`src/rtl/mole_scheduler.sv`:
```
// Whack-a-mole game controller: picks holes from the LFSR, times mole visibility
// and feedback flashes, scores hits, counts misses and declares game over.
module mole_scheduler #(
   parameter int TICKS_SHOW  = 800,
   parameter int GAP_BASE    = 200,
   parameter int FLASH_TICKS = 100,
   parameter int MAX_MISS    = 5,
   parameter int SCORE_W     = 8
) (
   input  logic               clk,
   input  logic               rst_n,
   input  logic               tick,
   input  logic               start,
   input  logic [7:0]         key_hit,
   input  logic [2:0]         rand3,
   input  logic [7:0]         rand8,
   output logic [7:0]         mole,
   output logic [2:0]         hole_idx,
   output logic               hit_pulse,
   output logic               miss_pulse,
   output logic [SCORE_W-1:0] score,
   output logic [3:0]         misses,
   output logic               game_over,
   output logic               busy
);

   // Counter must hold the largest of the gap, show and flash loads.
   localparam int GAP_MAX = GAP_BASE + 255;
   localparam int MAX_A   = (GAP_MAX > TICKS_SHOW) ? GAP_MAX : TICKS_SHOW;
   localparam int CNT_MAX = (MAX_A > FLASH_TICKS) ? MAX_A : FLASH_TICKS;
   localparam int CNT_W   = $clog2(CNT_MAX + 1);

   localparam logic [CNT_W-1:0] SHOW_LOAD  = CNT_W'(TICKS_SHOW);
   localparam logic [CNT_W-1:0] FLASH_LOAD = CNT_W'(FLASH_TICKS);
   localparam logic [CNT_W-1:0] GAP_LOAD   = CNT_W'(GAP_BASE);
   localparam logic [CNT_W-1:0] CNT_ONE    = CNT_W'(1);
   localparam logic [3:0]       MISS_LIMIT = 4'(MAX_MISS);

   typedef enum logic [2:0] {
      S_IDLE,
      S_GAP,
      S_SHOW,
      S_HIT,
      S_MISS,
      S_OVER
   } state_t;

   state_t             state_q, state_d;
   logic [CNT_W-1:0]   cnt_q, cnt_d;
   logic [7:0]         mole_q, mole_d;
   logic [2:0]         hole_idx_q, hole_idx_d;
   logic               hit_pulse_q, hit_pulse_d;
   logic               miss_pulse_q, miss_pulse_d;
   logic [SCORE_W-1:0] score_q, score_d;
   logic [3:0]         misses_q, misses_d;
   logic [2:0]         last_hole_q, last_hole_d;
   logic               last_valid_q, last_valid_d;
   logic               game_over_q, game_over_d;
   logic               busy_q, busy_d;

   logic [2:0]         pick_idx;
   logic [CNT_W-1:0]   gap_load;
   logic [CNT_W-1:0]   cnt_dec;

   always_comb begin
      state_d      = state_q;
      cnt_d        = cnt_q;
      mole_d       = mole_q;
      hole_idx_d   = hole_idx_q;
      hit_pulse_d  = 1'b0;
      miss_pulse_d = 1'b0;
      score_d      = score_q;
      misses_d     = misses_q;
      last_hole_d  = last_hole_q;
      last_valid_d = last_valid_q;
      game_over_d  = game_over_q;
      busy_d       = busy_q;

      // Never show the same hole twice in a row: bump a repeat to the next hole.
      pick_idx = (last_valid_q && (rand3 == last_hole_q)) ? rand3 + 3'd1 : rand3;
      gap_load = GAP_LOAD + CNT_W'(rand8);
      cnt_dec  = cnt_q - CNT_ONE;

      case (state_q)
         S_IDLE, S_OVER: begin
            if (start) begin
               score_d      = '0;
               misses_d     = '0;
               last_valid_d = 1'b0;
               mole_d       = '0;
               cnt_d        = gap_load;
               game_over_d  = 1'b0;
               busy_d       = 1'b1;
               state_d      = S_GAP;
            end
         end
         S_GAP: begin
            if (tick) begin
               if (cnt_q == CNT_ONE) begin
                  hole_idx_d   = pick_idx;
                  mole_d       = 8'd1 << pick_idx;
                  last_hole_d  = pick_idx;
                  last_valid_d = 1'b1;
                  cnt_d        = SHOW_LOAD;
                  state_d      = S_SHOW;
               end else begin
                  cnt_d = cnt_dec;
               end
            end
         end
         S_SHOW: begin
            // A hit on the same cycle as the final tick still counts as a hit.
            if (key_hit[hole_idx_q]) begin
               mole_d      = '0;
               hit_pulse_d = 1'b1;
               score_d     = (score_q == '1) ? score_q : score_q + SCORE_W'(1);
               cnt_d       = FLASH_LOAD;
               state_d     = S_HIT;
            end else if (tick) begin
               if (cnt_q == CNT_ONE) begin
                  mole_d       = '0;
                  miss_pulse_d = 1'b1;
                  misses_d     = misses_q + 4'd1;
                  cnt_d        = FLASH_LOAD;
                  state_d      = S_MISS;
               end else begin
                  cnt_d = cnt_dec;
               end
            end
         end
         S_HIT, S_MISS: begin
            if (tick) begin
               if (cnt_q == CNT_ONE) begin
                  if (misses_q == MISS_LIMIT) begin
                     game_over_d = 1'b1;
                     busy_d      = 1'b0;
                     state_d     = S_OVER;
                  end else begin
                     cnt_d   = gap_load;
                     state_d = S_GAP;
                  end
               end else begin
                  cnt_d = cnt_dec;
               end
            end
         end
         default: begin
            state_d = S_IDLE;
         end
      endcase
   end

   always_ff @(posedge clk or negedge rst_n) begin
      if (!rst_n) begin
         state_q      <= S_IDLE;
         cnt_q        <= '0;
         mole_q       <= '0;
         hole_idx_q   <= '0;
         hit_pulse_q  <= 1'b0;
         miss_pulse_q <= 1'b0;
         score_q      <= '0;
         misses_q     <= '0;
         last_hole_q  <= '0;
         last_valid_q <= 1'b0;
         game_over_q  <= 1'b0;
         busy_q       <= 1'b0;
      end else begin
         state_q      <= state_d;
         cnt_q        <= cnt_d;
         mole_q       <= mole_d;
         hole_idx_q   <= hole_idx_d;
         hit_pulse_q  <= hit_pulse_d;
         miss_pulse_q <= miss_pulse_d;
         score_q      <= score_d;
         misses_q     <= misses_d;
         last_hole_q  <= last_hole_d;
         last_valid_q <= last_valid_d;
         game_over_q  <= game_over_d;
         busy_q       <= busy_d;
      end
   end

   assign mole       = mole_q;
   assign hole_idx   = hole_idx_q;
   assign hit_pulse  = hit_pulse_q;
   assign miss_pulse = miss_pulse_q;
   assign score      = score_q;
   assign misses     = misses_q;
   assign game_over  = game_over_q;
   assign busy       = busy_q;

endmodule
```
`config.mk`:
```
export PLATFORM = sky130hd
export DESIGN_NAME = mole_scheduler
export DESIGN_NICKNAME = d
export VERILOG_FILES = /design/src/rtl/mole_scheduler.sv
export SDC_FILE = /design/constraint.sdc
export NUM_CORES = 1
export LEC_CHECK = 0
export ABC_AREA = 1
export BUFFER_PORTS_ARGS = -buffer_cell sky130_fd_sc_hd__buf_2
export CORE_MARGIN = 1
export CORE_UTILIZATION = 40
export CTS_CLUSTER_DIAMETER = 200
export DETAILED_ROUTE_END_ITERATION = 16
export PLACE_DENSITY = 0.62
export SLEW_MARGIN = 20
export SYNTH_ARGS = -nofsm -noshare
export SYNTH_HDL_FRONTEND = slang
export SYNTH_SLANG_ARGS = --single-unit
```
`constraint.sdc`:
```
create_clock -name clk -period 3.3 [get_ports clk]
set_input_delay 0.66 -clock clk [delete_from_list [all_inputs] [get_ports clk]]
set_output_delay 0.66 -clock clk [all_outputs]
set_load 0.05 [all_outputs]
```
==> summary.txt, run 1 <==
Detailed routing
  • Met3 WL: 280 um
  • Met1 WL: 3.427 mm
  • Drt first pass iters: 4
  • Total wire length: 7.204 mm
  • DRC: 0
  • Routed wl met2: 3.301 mm
  • Antenna-violating nets left: 0
  • Routed wire per std cell: 11.87 um
  • DR iter-0 viols: 196
  • Detailed-route via count: 2,945
  • Highest metal layer with signal wires: met4
  • Via density: 4.852

Timing
  • Endpoints failing setup: 0
  • Post-layout minimum cycle time: 2.182 ns
  • Layout Skew: 0.005767 ns
  • Hold Vio Cnt, Final: 0
  • Achievable Freq: 458.3 MHz
  • Slew Viols, Final: 0
  • RSZ-0062 raised after global routing: false
  • Slew @ Worst Pin: 0.9440 ns
  • Final WS setup: 1.118 ns
  • Crit share post-route: 0.6612
  • Max_slew headroom: 0.3707
  • Setup TNS: 0 ns

Clocking
  • CTS root buf: clkbuf_8
  • CTS Hold Bufs: 0
  • TritonCTS Buffers: 5
  • CTS max path bufs: 2
  • PostCTS Resize Cnt: 0
  • Clk sinks: 41
  • CTS tree: yes
  • Clock-pin transition on the worst setup and hold timing paths: 0.08 ns
  • H-tree depth: 2
  • Latest clock arrival within the worst-skew pair: 0.30 ns
  • Setup bufs post-CTS: 0

Cells and area
  • Post-route design area: 3438 um2
  • P&R area growth vs syn: 15.03%
  • Filler cells: 788
  • Multi-input logic area: 1672 um2
  • Register area: 1026 um2
  • Ant diodes: 0
  • Layout Nets: 537
  • Share of layout cells above drive strength 1: 0.1614

Placed design
  • Post-DP Area: 3322 um2
  • Worst slack, placed: 1.160 ns
  • GPL Wtd Cong: 0.8866
  • I/O Buffers: 49
  • Final HPWL DP: 5.536 mm

Global route
  • Largest net degree at the start of global routing: 42
  • Initial antenna violation count: 0
  • Vias in the first global route: 2,780
  • Grt total ovfl: 0
  • Global-route wire length before repair: 12.29 mm
  • Total GRT Usage: 0.2030

Synthesis
  • Fraction of registers with async set/reset: 1.000
  • Top cell type's share of synthesized area: 0.3432
  • Mapped cell area: 2989 um2
  • Primary FF master, synth: dfrtp_1
  • Post-Synth XOR/XNOR Area: 0.03809
  • Number of flops mapped to enable cells by yosys: 0
  • Synth Area per Inst: 6.555 um2
  • Most numerous cell in the Yosys netlist: nand2_1
  • Post-synthesis sequential area ratio: 0.3432
  • Post-synthesis compound-gate area fraction: 0.08539
  • Syn_nets: 486
  • Yosys top cell by area: dfrtp_1
  • Synthesis-stage register bit count: 41
  • Post-synthesis cell count: 456
  • Most frequent cells after synthesis: 167 x nand2_1, 61 x inv_1, 42 x nor2_1, 41 x dfrtp_1, 39 x nand3_1
  • Simple-gate area share of the yosys netlist: 0.4031
  • Synth warn: 0
  • Main combinational cell family by area after synthesis: simple AND/OR/NAND/NOR gates
  • Synth area leaders: dfrtp_1 34%, nand2_1 21%, inv_1 7.7%, nand3_1 6.5%, nor2_1 5.3%
  • Distinct cells, synth: 31
  • Synth Area in Adders: 0.02930
  • Post-synthesis mux area share: 0.003349

Critical path
  • CP Capture Type: register
  • R2r setup slk: 1.12 ns
  • CP Data Required Time: 3.55 ns
  • Cell mode on critical path: nand2_1
  • Critical Path Source Type: register
  • Worst Setup Path Type: register to register
  • CP peak stage delay: 0.47 ns
  • Slowest CP cell: dfrtp_1
  • CP arrival: 2.43 ns
  • Crit Path Max Fanout: 10
  • Crit-path cells: inv_1 -> nand2_1 -> nor2_1 -> buf_4 -> nor2_2 -> inv_2 -> nor2_4 -> nand2_2 -> nand3_1 -> nor2_2 -> nand2_1 -> nand2_1

Floorplan
  • Starting Density: 0.4121
  • Die height: 88.45 um
  • Core area: 7253 um2
  • Die width: 88.45 um
  • Ports: 50
  • Rows: 31
  • Die ar.: 7823 um2

Run status
  • Status: complete, no violations

Power
  • PD cells: 957.1 nW/um2
  • LEAKAGE: 1.881 nW
  • IR drop worst, VDD: 0.0003760 V

Run
  • Max_cap viols: 0

Hold path
  • Hold WC Path Type: register to register
## flip-flops by register name, indices dropped and copies added (netlist names)
| signal | flops |
|---|---|
| miss_pulse | 1 |
| misses | 4 |
| last_valid_q | 1 |
| mole | 8 |
| cnt_q | 10 |
| score | 8 |
| state_q | 3 |
| game_over | 1 |
| hit_pulse | 1 |
| last_hole_q | 3 |
| busy | 1 |
## report_power, final
part | switching (W) | total, W | internal (W)
sequential | 0.000146 | 0.000802 | 0.000656
clock | 0.000183 | 0.000430 | 0.000247
combinational | 0.00147 | 0.00206 | 0.000592
## metal layers
layer  up-vias  track usage
met4         0       0.1026
met1      1332       0.2557
li1       1529            -
met2        68       0.3427
met3        16      0.02519
met5         -            0
## worst paths after layout
path                            startpoint         to  cells after the start
worst max-delay path            state_q[2]   cnt_q[0]                     12
worst min-delay path               mole[1]    mole[1]                      2
worst max register to register  state_q[2]   cnt_q[0]                     12
worst min register to register     mole[1]    mole[1]                      2
max in group asynchronous            rst_n   cnt_q[7]                      1
min in group asynchronous            rst_n  hit_pulse                      1
## cell families after synthesis
family          count (synthesis)
flops                          41
compound gates                 45
xor+xnor                       13
fa+ha+maj                       7
simple gates                  277
mux                             1
buf+inv                        72
## final cells by class
type | count | area share
flip-flops and latches | 41 | 0.2984
repair buffers | 50 | 0.07351
multi-input cells | 343 | 0.4862
well taps | 99 | 0.03603
inverters | 66 | 0.07205
clock buffers | 7 | 0.02511
clock inverters | 1 | 0.008734
## through the flow
stage / power (W) / util / std cells / hold slack, ns
CTS: 0.003306 / 0.4740 / 607 / 0.4888
global placement: 0.002842 / 0.4580 / 599 / 0.4642
floorplan: 0.002436 / - / 456 / 0.3644
detailed placement: 0.002865 / 0.4580 / 599 / 0.4691
finish: 0.003291 / 0.4740 / 607 / 0.4791
global route: 0.003618 / 0.4740 / 607 / 0.5092
## worst max-delay path: cells and delay by family, from the launching register on
kind	cells	cell delay (ns)
AND/OR/NAND/NOR	9	1.21
flip-flops	1	0.47
buffers and inverters	3	0.44
## layout by cell type, fill, tap and decap left out, types with 5 or more instances in the layout
cell	n
nor2_1	42
dfrtp_1	41
clkbuf_8	6
xor2_1	10
buf_2	49
inv_1	61
ha_1	7
inv_2	5
nand3_1	39
nand2_1	167
o21ai_0	30
nand4_1	9
a21oi_1	6
(Power assumes the default switching activity.)
==> run 2: changes to the inputs <==
--- a/config.mk
+++ b/config.mk
@@ -11,7 +11,7 @@
 export CORE_UTILIZATION = 40
 export CTS_CLUSTER_DIAMETER = 200
 export DETAILED_ROUTE_END_ITERATION = 16
-export PLACE_DENSITY = 0.62
+export PLACE_DENSITY = 0.64
 export SLEW_MARGIN = 20
 export SYNTH_ARGS = -nofsm -noshare
 export SYNTH_HDL_FRONTEND = slang
==> constraint.sdc (replaced) <==
create_clock -name clk -period 1.8 [get_ports clk]
set_input_delay 0.36 -clock clk [delete_from_list [all_inputs] [get_ports clk]]
set_output_delay 0.36 -clock clk [all_outputs]
set_load 0.05 [all_outputs]
==> run 2 against run 1 <==
Net effect: register-to-register slack worse by 1.1 ns; count of clock-buffer cells in the layout decreased by 1; largest cell class unchanged; non-clock buffer count increased by 39; clock skew is essentially flat; largest power group unchanged; final area up 13%.
==> summary.txt, run 2 (synthesis results as in run 1) <==
Run status
  • Status: complete, no violations

Timing
  • Achievable Freq: 571.9 MHz
  • Final WS setup: 0.05139 ns
  • Slew @ Worst Pin: 0.5646 ns
  • Post-layout minimum cycle time: 1.749 ns
  • RSZ-0062 raised after global routing: true
  • Slew Viols, Final: 0
  • Layout Skew: 0.006088 ns
  • Crit share post-route: 0.9715
  • Hold Vio Cnt, Final: 0
  • Endpoints failing setup: 0
  • Max_slew headroom: 0.6236

Global route
  • Grt total ovfl: 0
  • Total GRT Usage: 0.2119
  • Vias in the first global route: 2,861
  • Largest net degree at the start of global routing: 25
  • Initial antenna violation count: 0
  • Global-route wire length before repair: 12.88 mm
  • Global-route track usage on met1: 0.2817
  • Gr busiest metal: met2
  • Met2 usage: 0.3601
  • Grt met3 use: 0.03078

Placed design
  • Worst slack, placed: -0.008868 ns
  • GPL Wtd Cong: 0.8483
  • I/O Buffers: 49
  • Final HPWL DP: 5.961 mm

Critical path
  • Worst Setup Path Type: register to register
  • CP Data Required Time: 1.98 ns
  • Reg2reg end: state_q[0]
  • CP Capture Type: register
  • Crit-path cells: inv_2 -> ha_4 -> nand3_2 -> nor2_4 -> inv_2 -> buf_4 -> a21oi_1 -> nand2_1 -> o21ai_0 -> nand2_1
  • Critical Path Source Type: register
  • CP peak stage delay: 0.39 ns
  • Crit Path Max Fanout: 7
  • CP arrival: 1.93 ns
  • Worst Reg-to-Reg Cells: 10
  • R2r setup slk: 0.05 ns
  • Slowest CP cell: dfrtp_1
  • Reg2Reg Launch Point: cnt_q[1]

Power
  • IR drop worst, VDD: 0.0008185 V
  • PD cells: 1818 nW/um2
  • Net Sw Power: 0.003678 W
  • Int Pwr: 0.003401 W
  • Clock power frac: 0.106
  • Switch share: 0.5195
  • Power share of the combinational group: 0.685
  • Tot Pwr: 0.007079 W
  • Reg power frac: 0.209
  • LEAKAGE: 2.083 nW

Detailed routing
  • DR iter-0 viols: 146
  • Routed wire per std cell: 12.25 um
  • Via density: 4.858
  • Detailed-route via count: 3,143
  • Total wire length: 7.926 mm
  • Drt first pass iters: 4
  • DRC: 0
  • Antenna-violating nets left: 0

Floorplan
  • Core area: 7253 um2
  • Starting Density: 0.4121
  • Ports: 50
  • Rows: 31
  • Die ar.: 7823 um2
  • Die width: 88.45 um
  • Die height: 88.45 um

Cells and area
  • P&R area growth vs syn: 30.31%
  • Largest Register: cnt_q
  • Layout Nets: 577
  • Final Core Density: 0.5370
  • Most frequent cells in the layout: 160 x nand2_1, 56 x inv_1, 49 x buf_2, 36 x buf_4
  • Ant diodes: 0
  • Most common cell after layout, fill and taps aside: nand2_1
  • Share of layout cells above drive strength 1: 0.2865
  • Max reg flops: 10

Clocking
  • Clk sinks: 41
  • Clock-pin transition on the worst setup and hold timing paths: 0.08 ns
  • CTS root buf: clkbuf_8
  • TritonCTS Buffers: 5
  • CTS tree: yes
  • CTS max path bufs: 2
  • Latest clock arrival within the worst-skew pair: 0.30 ns
  • H-tree depth: 2

Run
  • Max_cap viols: 0

Hold path
  • Hold WC Path Type: input pin to async pin
-- run 2: changes by cell type in the layout (fill, tap and decap cells not counted), moves of 6 or more --
cell,before,now
buf_4,1,36
dfrtp_1,41,34
dfrtp_2,0,7
nand2_1,167,160
nor2_1,42,35
nand2_2,3,9
-- run 2: worst max-delay path by stage --
stage / to / cells after the start / start / slack, ns
2_1_floorplan: mole[5] / 10 / last_hole_q[2] / 0.004
3_3_place_gp: cnt_q[6] / 10 / state_q[2] / 0.06
3_5_place_dp: mole[0] / 8 / cnt_q[6] / -0.009
4_1_cts: cnt_q[6] / 12 / state_q[2] / 0.002
5_1_grt: cnt_q[6] / 11 / cnt_q[3] / -0.04
6_report: state_q[0] / 10 / cnt_q[1] / 0.05
-- run 2: metal layers --
| metal | up-vias | wire length (um) | part of all wire |
|---|---|---|---|
| li1 | 1609 | - | - |
| met1 | 1454 | 3717 | 0.47 |
| met2 | 69 | 3712 | 0.47 |
| met3 | 11 | 366 | 0.046 |
| met4 | 0 | 130 | 0.016 |
| met5 | - | 0 | 0 |
-- run 2: cell type report --
class / count / area, um2
Fill cell: 720 / 3358
Multi-Input combinational cell: 344 / 1812
Tap cell: 99 / 123.9
Sequential cell: 41 / 1035
Clock buffer: 6 / 72.57
Inverter: 66 / 247.7
Clock inverter: 2 / 35.03
Timing Repair Buffer: 89 / 569.3
-- run 2: metrics by stage --
stage          hold WS [ns]  setup TNS (ns)  instance area, um2  cells
6_report            0.04375               0                3895    647
5_1_grt             0.07338         -0.3810                3895    647
4_1_cts             0.05580               0                3666    635
3_5_place_dp         0.3832       -0.009997                3547    627
3_3_place_gp         0.3780               0                3547    627
2_1_floorplan       0.06441               0                2992    456
-- run 2: power groups by stage --
stage	logic, W	clock network [W]	registers (W)
global placement	0.00421	0	0.00146
finish	0.00485	0.000750	0.00148
global route	0.00539	0.000812	0.00151
detailed placement	0.00430	0	0.00147
floorplan	0.00261	0	0.00186
CTS	0.00434	0.000772	0.00145
-- run 2: worst max-delay path, delay by kind of cell (launching register included) --
family / cells / cell delay (ns)
adder cells (fa/ha/maj): 1 / 0.14
flip-flops: 1 / 0.39
AND/OR/NAND/NOR: 4 / 0.45
AO/OA/AOI/OAI: 2 / 0.32
buffers and inverters: 3 / 0.33
-- run 2: timing repair --
action / CTS / global route
endpoints found under the setup margin: 6 / 37
gates cloned: 0 / 1
resized for setup: 2 / 48
hold endpoints to repair: 0 / 0
hold buffers: 0 / 0
setup buffers: 0 / 11
pin swaps: 0 / 12
